### src/rtl/seg_pkg.sv
// Shared constants, scan state encoding and digit-slice helper for the
// multiplexed eight-digit seven-segment scan controller.
package seg_pkg;

    localparam int         NDIG    = 8;
    localparam logic [6:0] SEG_OFF = 7'h7F;
    localparam logic [7:0] SEL_OFF = 8'hFF;

    typedef enum logic [1:0] {
        ST_IDLE  = 2'd0,
        ST_BLANK = 2'd1,
        ST_DRIVE = 2'd2
    } scan_state_e;

    // Pull digit i's 7-bit pattern out of a packed 56-bit segment bus.
    function automatic logic [6:0] digit_slice(input logic [55:0] bus, input logic [2:0] i);
        return bus[7*i +: 7];
    endfunction

endpackage

### src/rtl/seg_next_digit.sv
// Combinational search for the next enabled digit strictly after the current
// index, wrapping modulo 8. The wrap flag marks the end of a scan frame: the
// found index is at or below the current one. With no digit enabled the index
// is returned unchanged and no wrap is reported.
module seg_next_digit
    import seg_pkg::*;
(
    input  logic [NDIG-1:0] i_digit_en,
    input  logic [2:0]      i_idx,
    output logic [2:0]      o_next_idx,
    output logic            o_wrap
);

    logic [2:0] w_cand;
    logic       w_found;

    // Scan idx+1 .. idx+8; the eighth candidate is idx itself (single enabled digit).
    always_comb begin
        o_next_idx = i_idx;
        w_found    = 1'b0;
        w_cand     = i_idx;
        for (int k = 1; k <= NDIG; k++) begin
            w_cand = i_idx + 3'(k);
            if (!w_found && i_digit_en[w_cand]) begin
                o_next_idx = w_cand;
                w_found    = 1'b1;
            end
        end
        o_wrap = w_found && (o_next_idx <= i_idx);
    end

endmodule

### src/rtl/seg_scan_ctrl.sv
// Scan scheduler for the 8-digit multiplexed seven-segment display.
// Each digit slot lasts DIV cycles: BLANK cycles with all outputs off, then
// DIV-BLANK cycles driving the latched pattern of one digit. Disabled digits
// are skipped. A timed message overlay replaces the game patterns for
// HOLD_FRAMES whole frames, switching only on frame boundaries.
// Parameter constraints: DIV >= 2, 1 <= BLANK < DIV, HOLD_FRAMES >= 1.
module seg_scan_ctrl
    import seg_pkg::*;
#(
    parameter int DIV         = 100000,
    parameter int BLANK       = 2000,
    parameter int HOLD_FRAMES = 500
) (
    input  logic        clk,
    input  logic        reset,
    input  logic [7:0]  digit_en,
    input  logic [55:0] game_seg,
    input  logic [55:0] msg_seg,
    input  logic        msg_req,
    output logic        msg_busy,
    output logic [6:0]  segval,
    output logic [7:0]  select,
    output logic        frame_tick
);

    localparam int               CNT_W      = $clog2(DIV);
    localparam int               FRM_W      = $clog2(HOLD_FRAMES + 1);
    localparam logic [CNT_W-1:0] CNT_LAST   = CNT_W'(DIV - 1);
    localparam logic [CNT_W-1:0] BLANK_LAST = CNT_W'(BLANK - 1);
    localparam logic [FRM_W-1:0] FRM_LAST   = FRM_W'(HOLD_FRAMES - 1);

    // Scan FSM state and slot position
    scan_state_e      r_state;
    logic [CNT_W-1:0] r_cnt;
    logic [2:0]       r_idx;

    scan_state_e      w_state_nxt;
    logic [CNT_W-1:0] w_cnt_nxt;
    logic [2:0]       w_idx_nxt;

    // Registered pin drive
    logic [7:0]       r_select;
    logic [6:0]       r_segval;
    logic             r_frame_tick;

    logic [7:0]       w_select_nxt;
    logic [6:0]       w_segval_nxt;
    logic             w_tick_nxt;

    // Overlay arbitration
    logic             r_pending;
    logic             r_overlay;
    logic [FRM_W-1:0] r_frm_cnt;
    logic             r_busy;

    logic             w_pending_nxt;
    logic             w_overlay_nxt;
    logic [FRM_W-1:0] w_frm_cnt_nxt;
    logic             w_busy_nxt;

    // Next-digit search
    logic [2:0]       w_search_idx;
    logic [2:0]       w_next_idx;
    logic             w_wrap;
    logic [55:0]      w_src_bus;

    // From IDLE, searching after digit 7 yields the lowest enabled digit.
    assign w_search_idx = (r_state == ST_IDLE) ? 3'(NDIG - 1) : r_idx;
    assign w_src_bus    = r_overlay ? msg_seg : game_seg;

    seg_next_digit u_next (
        .i_digit_en (digit_en),
        .i_idx      (w_search_idx),
        .o_next_idx (w_next_idx),
        .o_wrap     (w_wrap)
    );

    // State register: FSM state, slot counter and current digit index.
    always_ff @(posedge clk) begin
        if (reset) begin
            r_state <= ST_IDLE;
            r_cnt   <= '0;
            r_idx   <= '0;
        end else begin
            r_state <= w_state_nxt;
            r_cnt   <= w_cnt_nxt;
            r_idx   <= w_idx_nxt;
        end
    end

    // Next-state logic; digit_en is only consulted at slot boundaries.
    always_comb begin
        w_state_nxt = r_state;
        w_cnt_nxt   = r_cnt;
        w_idx_nxt   = r_idx;
        case (r_state)
            ST_IDLE: begin
                w_cnt_nxt = '0;
                if (digit_en != '0) begin
                    w_state_nxt = ST_BLANK;
                    w_idx_nxt   = w_next_idx;
                end
            end
            ST_BLANK: begin
                w_cnt_nxt = r_cnt + CNT_W'(1);
                if (r_cnt == BLANK_LAST) begin
                    w_state_nxt = ST_DRIVE;
                end
            end
            ST_DRIVE: begin
                if (r_cnt == CNT_LAST) begin
                    w_cnt_nxt = '0;
                    if (digit_en == '0) begin
                        w_state_nxt = ST_IDLE;
                    end else begin
                        w_state_nxt = ST_BLANK;
                        w_idx_nxt   = w_next_idx;
                    end
                end else begin
                    w_cnt_nxt = r_cnt + CNT_W'(1);
                end
            end
            default: begin
                w_state_nxt = ST_IDLE;
                w_cnt_nxt   = '0;
            end
        endcase
    end

    // Output logic: latch the pattern on BLANK->DRIVE, hold it through DRIVE,
    // blank otherwise; flag the last cycle of a slot whose successor wraps.
    always_comb begin
        w_select_nxt = SEL_OFF;
        w_segval_nxt = SEG_OFF;
        if (r_state == ST_BLANK && r_cnt == BLANK_LAST) begin
            w_select_nxt = ~(8'b1 << r_idx);
            w_segval_nxt = digit_slice(w_src_bus, r_idx);
        end else if (r_state == ST_DRIVE && r_cnt != CNT_LAST) begin
            w_select_nxt = r_select;
            w_segval_nxt = r_segval;
        end
        w_tick_nxt = (w_state_nxt == ST_DRIVE) && (w_cnt_nxt == CNT_LAST) && w_wrap;
    end

    // Output registers, updated on the same edge as the state transition.
    always_ff @(posedge clk) begin
        if (reset) begin
            r_select     <= SEL_OFF;
            r_segval     <= SEG_OFF;
            r_frame_tick <= 1'b0;
        end else begin
            r_select     <= w_select_nxt;
            r_segval     <= w_segval_nxt;
            r_frame_tick <= w_tick_nxt;
        end
    end

    // Overlay arbitration: requests are accepted only when not busy, and the
    // source changes only on the edge that ends a frame (r_frame_tick high).
    always_comb begin
        w_pending_nxt = r_pending | (msg_req & ~r_busy);
        w_overlay_nxt = r_overlay;
        w_frm_cnt_nxt = r_frm_cnt;
        if (r_frame_tick) begin
            if (r_overlay) begin
                if (r_frm_cnt == FRM_LAST) begin
                    w_overlay_nxt = 1'b0;
                    w_frm_cnt_nxt = '0;
                end else begin
                    w_frm_cnt_nxt = r_frm_cnt + FRM_W'(1);
                end
            end else if (w_pending_nxt) begin
                w_overlay_nxt = 1'b1;
                w_pending_nxt = 1'b0;
                w_frm_cnt_nxt = '0;
            end
        end
        w_busy_nxt = w_pending_nxt | w_overlay_nxt;
    end

    // Arbitration registers.
    always_ff @(posedge clk) begin
        if (reset) begin
            r_pending <= 1'b0;
            r_overlay <= 1'b0;
            r_frm_cnt <= '0;
            r_busy    <= 1'b0;
        end else begin
            r_pending <= w_pending_nxt;
            r_overlay <= w_overlay_nxt;
            r_frm_cnt <= w_frm_cnt_nxt;
            r_busy    <= w_busy_nxt;
        end
    end

    assign select     = r_select;
    assign segval     = r_segval;
    assign frame_tick = r_frame_tick;
    assign msg_busy   = r_busy;

endmodule

### config.mk
export PLATFORM = sky130hd
export DESIGN_NAME = seg_scan_ctrl
export DESIGN_NICKNAME = d
export VERILOG_FILES = /design/src/rtl/seg_pkg.sv /design/src/rtl/seg_next_digit.sv /design/src/rtl/seg_scan_ctrl.sv
export SDC_FILE = /design/constraint.sdc
export NUM_CORES = 1
export LEC_CHECK = 0
export BUFFER_PORTS_ARGS = -buffer_cell sky130_fd_sc_hd__buf_2
export CORE_UTILIZATION = 52
export CTS_CLUSTER_DIAMETER = 40
export DETAILED_ROUTE_END_ITERATION = 10
export PLACE_DENSITY = 0.82
export REMOVE_ABC_BUFFERS = 1
export SLEW_MARGIN = 20
export SYNTH_ARGS = -nofsm -noshare
export SYNTH_HDL_FRONTEND = slang
export SYNTH_SLANG_ARGS = --single-unit
### constraint.sdc
create_clock -name clk -period 4.85 [get_ports clk]
set_input_delay 0.485 -clock clk [delete_from_list [all_inputs] [get_ports clk]]
set_output_delay 0.485 -clock clk [all_outputs]
set_load 0.1 [all_outputs]
# Word level (Yosys, flattened, before mapping)
# Cells that the tools add are included.
dict set report totals {
  word_cells 132
  output_inout_bits 17
  input_bits 123
  register_bits 50
}
dict set report classes {
  reduce_logical 26
  multipliers 1
  n_mux 58
  n_addsub 9
  order_cmp 9
  bitwise 5
  shifts 2
  eq_ne 12
}
# cell n
set ops {}
lappend ops {{56-bit 2-to-1 mux} 1}
lappend ops {{56-bit by 7-bit variable part select with 7-bit output} 1}
lappend ops {{3-bit 2-to-1 mux} 12}
lappend ops {{17-bit == test, second input constant} 2}
lappend ops {{17-bit case mux with 2 select lines} 1}
lappend ops {{3-bit by 4-bit < comparator with 1-bit output, second input constant} 8}
lappend ops {{9-bit 2-to-1 mux} 3}
lappend ops {{1-bit binary-select mux with 3-bit select} 8}
lappend ops {{1-bit 2-to-1 mux} 23}
lappend ops {{17-bit by 1-bit adder with 17-bit output, second input constant} 1}
lappend ops {{17-bit by 11-bit == test with 1-bit output, second input constant} 1}
lappend ops {{17-bit 2-to-1 mux} 1}
lappend ops {{17-bit != test, second input constant} 1}
lappend ops {{8-bit 2-to-1 mux} 2}
lappend ops {{7-bit 2-to-1 mux} 2}
lappend ops {{3-bit adder, second input constant} 4}
lappend ops {{1-bit logical AND} 12}
lappend ops {{9-bit by 1-bit adder with 9-bit output, second input constant} 1}
lappend ops {{9-bit == test, second input constant} 1}
lappend ops {{8-bit logical NOT} 1}
lappend ops {{8-bit NOT} 1}
lappend ops {{8-bit nonzero test} 1}
lappend ops {{1-bit by 3-bit << shifter with 8-bit output, first input constant} 1}
lappend ops {{1-bit logical NOT} 7}
lappend ops {{other kinds (18)} 26}

# Logic depth before layout (Yosys ltp)
dict set report depth {
  word_depth 30
  mapped_depth 18
  mapped_depth_nobuf 17
}

# Cells and area by module
# Synthesis repeated with hierarchy kept, for this count alone.
dict set report unflattened {
  hier_cells 472
  hier_area_um2 4469.3
}
# module area_per_inst_um2 instances cells_each
set by_module_without_submodules {}
lappend by_module_without_submodules {seg_scan_ctrl 3264.4 1 336}
lappend by_module_without_submodules {seg_next_digit 1204.9 1 136}

# Worst setup path after synthesis
# OpenSTA, ideal clock, no wires.
dict set report synth_path {
  kind {register to register}
  start {register r_state[0]}
  end {register r_frame_tick (netlist: frame_tick)}
  setup_time_ns 0.117
  t_required_ns 4.733
  stages_incl_launch_ff 17
  t_arrival_ns 3.748
  path_buffers 1
  period_less_slack_ns 3.866
  path_slack_ns 0.984
  path_cell_list {dfxtp_1 > inv_1 > ha_1 > clkbuf_1 > nor2_2 > inv_2 > ha_1 > xnor2_1 > mux4_2 > nand4_1 > nor2_2 > o2bb2ai_1 > or2_1 > ha_1 > inv_1 > o311a_1 > a32o_2}
}
dict set report synth_between {
  elab_chain_len 30
  word_cells_on_any_way 68
  cone_classes {add/sub (7); order compare (1); eq/ne (4); mux (38); reduce/logical (18)}
}
# item line_no
set synth_lines {}
lappend synth_lines {{start: declaration} seg_scan_ctrl.sv:33} ;# scan_state_e r_state;
lappend synth_lines {{start signal: assignment} seg_scan_ctrl.sv:85} ;# r_state <= w_state_nxt;
lappend synth_lines {{2-bit logical NOT *} seg_scan_ctrl.sv:68} ;# assign w_search_idx = (r_state == ST_IDLE) ? 3'(NDIG - 1) : r_idx;
lappend synth_lines {{3-bit 2-to-1 mux *} seg_scan_ctrl.sv:68}
lappend synth_lines {{3-bit by 1-bit adder with 3-bit output} seg_next_digit.sv:23} ;# w_cand = i_idx + 3'(k);
lappend synth_lines {{1-bit binary-select mux with 3-bit select} seg_next_digit.sv:24} ;# if (!w_found && i_digit_en[w_cand]) begin
lappend synth_lines {{1-bit 2-to-1 mux (implied by the code)} seg_next_digit.sv:24}
lappend synth_lines {{1-bit 2-to-1 mux} seg_next_digit.sv:24}
lappend synth_lines {{1-bit logical NOT} seg_next_digit.sv:24}
lappend synth_lines {{1-bit logical AND} seg_next_digit.sv:24}
lappend synth_lines {{(+15 left out)} -}
lappend synth_lines {{1-bit 2-to-1 mux} seg_next_digit.sv:24}
lappend synth_lines {{1-bit logical NOT} seg_next_digit.sv:24}
lappend synth_lines {{1-bit logical AND} seg_next_digit.sv:24}
lappend synth_lines {{3-bit 2-to-1 mux *} seg_next_digit.sv:24}
lappend synth_lines {{net u_next.o_next_idx[2]} seg_next_digit.sv:10} ;# output logic [2:0] o_next_idx,
lappend synth_lines {{3-bit <= comparator *} seg_next_digit.sv:29} ;# o_wrap = w_found && (o_next_idx <= i_idx);
lappend synth_lines {{1-bit logical AND *} seg_next_digit.sv:29}
lappend synth_lines {{1-bit logical AND *} seg_scan_ctrl.sv:142} ;# w_tick_nxt = (w_state_nxt == ST_DRIVE) && (w_cnt_nxt == CNT_LAST) && w_wrap;
lappend synth_lines {{end signal: assignment} seg_scan_ctrl.sv:154} ;# r_frame_tick <= w_tick_nxt;
lappend synth_lines {{end: declaration} seg_scan_ctrl.sv:44} ;# logic r_frame_tick;
# The timed path passes the listed nets; every way through them passes the cells marked *. The select of a mux whose other input is x is not followed.
# A chain may end at the register's enable or synchronous reset.

# Worst setup path after layout
# Same ends and word-level chain as after synthesis.

==> impl_results.md <==
* Cell Rows at 32
* Largest net degree at the start of global routing at 40
* Die W at around 93 microns
* Post-route ant nets at 0
* CP Launch Type: flip-flop
* Setup Buffers After CTS at 0
* Seq cells post-synth at 50
* Placed cells at slightly below 700
* Clock slew seen by the registers of the worst setup and hold paths at around 0.090 ns
* R2r startpoint: r_state[0]
* First-pass GRT wire length at about 21 mm
* Worst skew pair latency at 0.31 ns
* Crit Path Class: reg -> reg
* Pwr Density at 354.1 mW/mm^2
* FMAX at 238.3 MHz
* Final-report setup violation count at 0
* Clock tree buffer depth at 2
* Share of layout cells above drive strength 1 at 37.39%
* Dpl hpwl at 10.53 mm
* Synth Area per Inst at 9.458 sq um
* Worst slew pin tran at roughly 0.89 ns
* Area of placed instances at between 0.005 and 0.006 sq mm
* Async SR Flop Fraction at 0%
* I/O pin count at 140
* CTS Hold Buffers Added at 0
* Clock Sinks at 50
* Root buffer cell: clkbuf_8
* Total Neg Setup Slack at 0 ns
* Die ar. at 0.008662 sq mm
* Multi-input gate area at 0.003131 sq mm
* Drt drc at 0
* Slew Limit Headroom at around 40%
* YS warnings at 0
* Post-CTS sizing at 0
* RSZ-0062 raised after global routing: false
* Area delta synth->final at 20.31%
* Register area at 0.001002 sq mm
* Initial cell density of the core at between 50 and 60%
* Class of the worst hold path: reg -> reg
* DRT Pass-1 Iters at 5
* Fin crit share at 86.53%
* Yosys top cell area share at 23.21%
* Clk_skew at around 0.0051 ns
* Initial antenna violation count at 2
* Cell variety after synth at 76
* Gr ovfl total at 0
* CTS H-tree lvls at 2
* Die height at between 90 and 100 microns
* Cells after Synth at approximately 460
* Yosys top cell by area: dfxtp_1
* Via count at 4514
* Final wirelength at 13.57 mm
* Number of synthesized flops with an enable pin at 0
* PortBufs at about 140
* Via-to-Cell Ratio at between 6 and 7
* Max IR drop VDD at 0.1689 mV
* WHS at around 0.5 ns
* CTS tree: yes
* Core area at 0.007888 sq mm
* WP data required at 5.06 ns
* Design area at 0.005189 sq mm
* Total CTS buffers at 5
* Final #Nets at 715
* CP Capture Type: flip-flop
* Final Hold Fails at 0
* Critical path arrival at 4.41 ns
* Max cap viols at 0
* End of the worst hold path: segval[5]
* CP max FO at 13
* Outcome: completed
* Non-filler instance count after layout at ~700
* Synthesized cell area at 0.004313 sq mm
* Leak pwr at roughly 1.9 nW
* Max Transition Viols Final at 0
* Vias in the first global route at 4426
* Tmin final at 4.197 ns
* Filler instances at 601
* Initial DRC count at roughly 400
* Global placer's final weighted congestion at 0.9474
* GR Util All Layers at 31.50%
* R2R Setup Slk at 0.65 ns
* Area contributors post-synth: dfxtp_1 23%, mux4_2 22%, nor2_1 3.6%
* Cells on worst reg2reg path at 14
* Hold Path Stages at 2
* Drt wl/cell at 19.66 microns
* Top FF cell, synth: dfxtp_1
* Post-synthesis sequential area ratio at 23.21%
* Hold path start: segval[5]
* Reg-to-Reg End: frame_tick
## worst max-delay path, stage by stage (launching register included)
cell and delay [ns]:
dfxtp_1 0.40, inv_1 0.10, ha_1 0.35, nor2_1 0.21
buf_4 0.25, mux2_2 0.38, o21ai_0 0.47, a21oi_1 0.16
o41ai_1 0.44, a311oi_1 0.18, or2_1 0.26, ha_1 0.30
inv_1 0.05, o311a_1 0.34, a32o_2 0.21
## worst max-delay path by stage
stage                from    endpoint  cells past startpoint
3_3_place_gp   r_state[0]  frame_tick                     17
6_report       r_state[0]  frame_tick                     14
4_1_cts        r_state[0]  frame_tick                     17
3_5_place_dp   r_state[0]  frame_tick                     17
5_1_grt        r_state[0]  frame_tick                     17
2_1_floorplan  r_state[0]  frame_tick                     15
## state kept, by name, summed over array words and instances, names as in the netlist
signal      flops
select          8
r_idx           3
r_cnt          17
r_state         2
msg_busy        1
r_pending       1
frame_tick      1
segval          7
r_overlay       1
r_frm_cnt       9
## placed cells by master (no fill, tap or decap), drive strengths merged, types with 3 or more instances in the layout
master     n
buf      144
dfxtp     50
nor2      43
mux4      42
nand2     32
a21oi     18
nand3     17
inv       17
o22ai     16
xnor2     16
nand2b    14
mux2i     13
nor3      13
xor2      10
ha         9
and3       8
or2        8
nand4      7
mux2       7
clkbuf     6
diode      5
o211ai     5
o31ai      5
o21ai      5
a21o       4
a31oi      4
and2       4
a311oi     4
nor2b      4
or3        4
a211oi     4
nor4       4
or4        4
or4b       3
o2111ai    3
nor4b      3
## cell families after synthesis
logic type	share of synthesized area (%)
xor+xnor	5.454
flops	23.21
fa+ha+maj	2.611
buf+inv	4.206
simple gates	21.90
mux	26.78
compound gates	15.84
## layer usage
| metal | track usage, % | share of wire, % | vias up |
|---|---|---|---|
| met1 | 36.93 | 37 | 2106 |
| li1 | - | - | 2029 |
| met3 | 5.691 | 8.1 | 62 |
| met4 | 18.72 | 5.3 | 0 |
| met5 | 0 | 0 | - |
| met2 | 53.68 | 50 | 317 |
## layout make-up
type / instances / share of cell area (%)
multi-input cells: 364 / 60.33
well taps: 102 / 2.460
clock inverters: 1 / 0.5787
clock buffers: 6 / 1.592
flip-flops and latches: 50 / 19.32
repair buffers: 144 / 14.13
inverters: 18 / 1.350
diodes: 5 / 0.2411
## where the power goes
group          switching (mW)  internal (mW)
logic                   0.584          0.501
clock network           0.139          0.165
registers              0.0231          0.425
total                   0.746           1.09
## synth_stat cells (6+ instances only)
| master | number |
|---|---|
| dfxtp_1 | 50 |
| mux4_2 | 42 |
| nor2_1 | 41 |
| nand2_1 | 32 |
| a21oi_1 | 18 |
| nand3_1 | 16 |
| o22ai_1 | 16 |
| xnor2_1 | 15 |
| inv_1 | 14 |
| nand2b_1 | 14 |
| mux2i_1 | 13 |
| nor3_1 | 13 |
| xor2_1 | 10 |
| clkbuf_1 | 9 |
| ha_1 | 9 |
| and3_1 | 8 |
| nand4_1 | 7 |
| buf_1 | 6 |
## metrics by stage
stage          power, mW  worst slack (ns)  utilization (%)
2_1_floorplan      1.254            0.4155                -
3_3_place_gp       1.501            0.8476            64.20
3_5_place_dp       1.512            0.7438            64.20
4_1_cts            1.816            0.7319            65.63
5_1_grt            1.946            0.4126            65.75
6_report           1.838            0.6533            65.78
No activity file was read; power rests on OpenSTA's default activity.
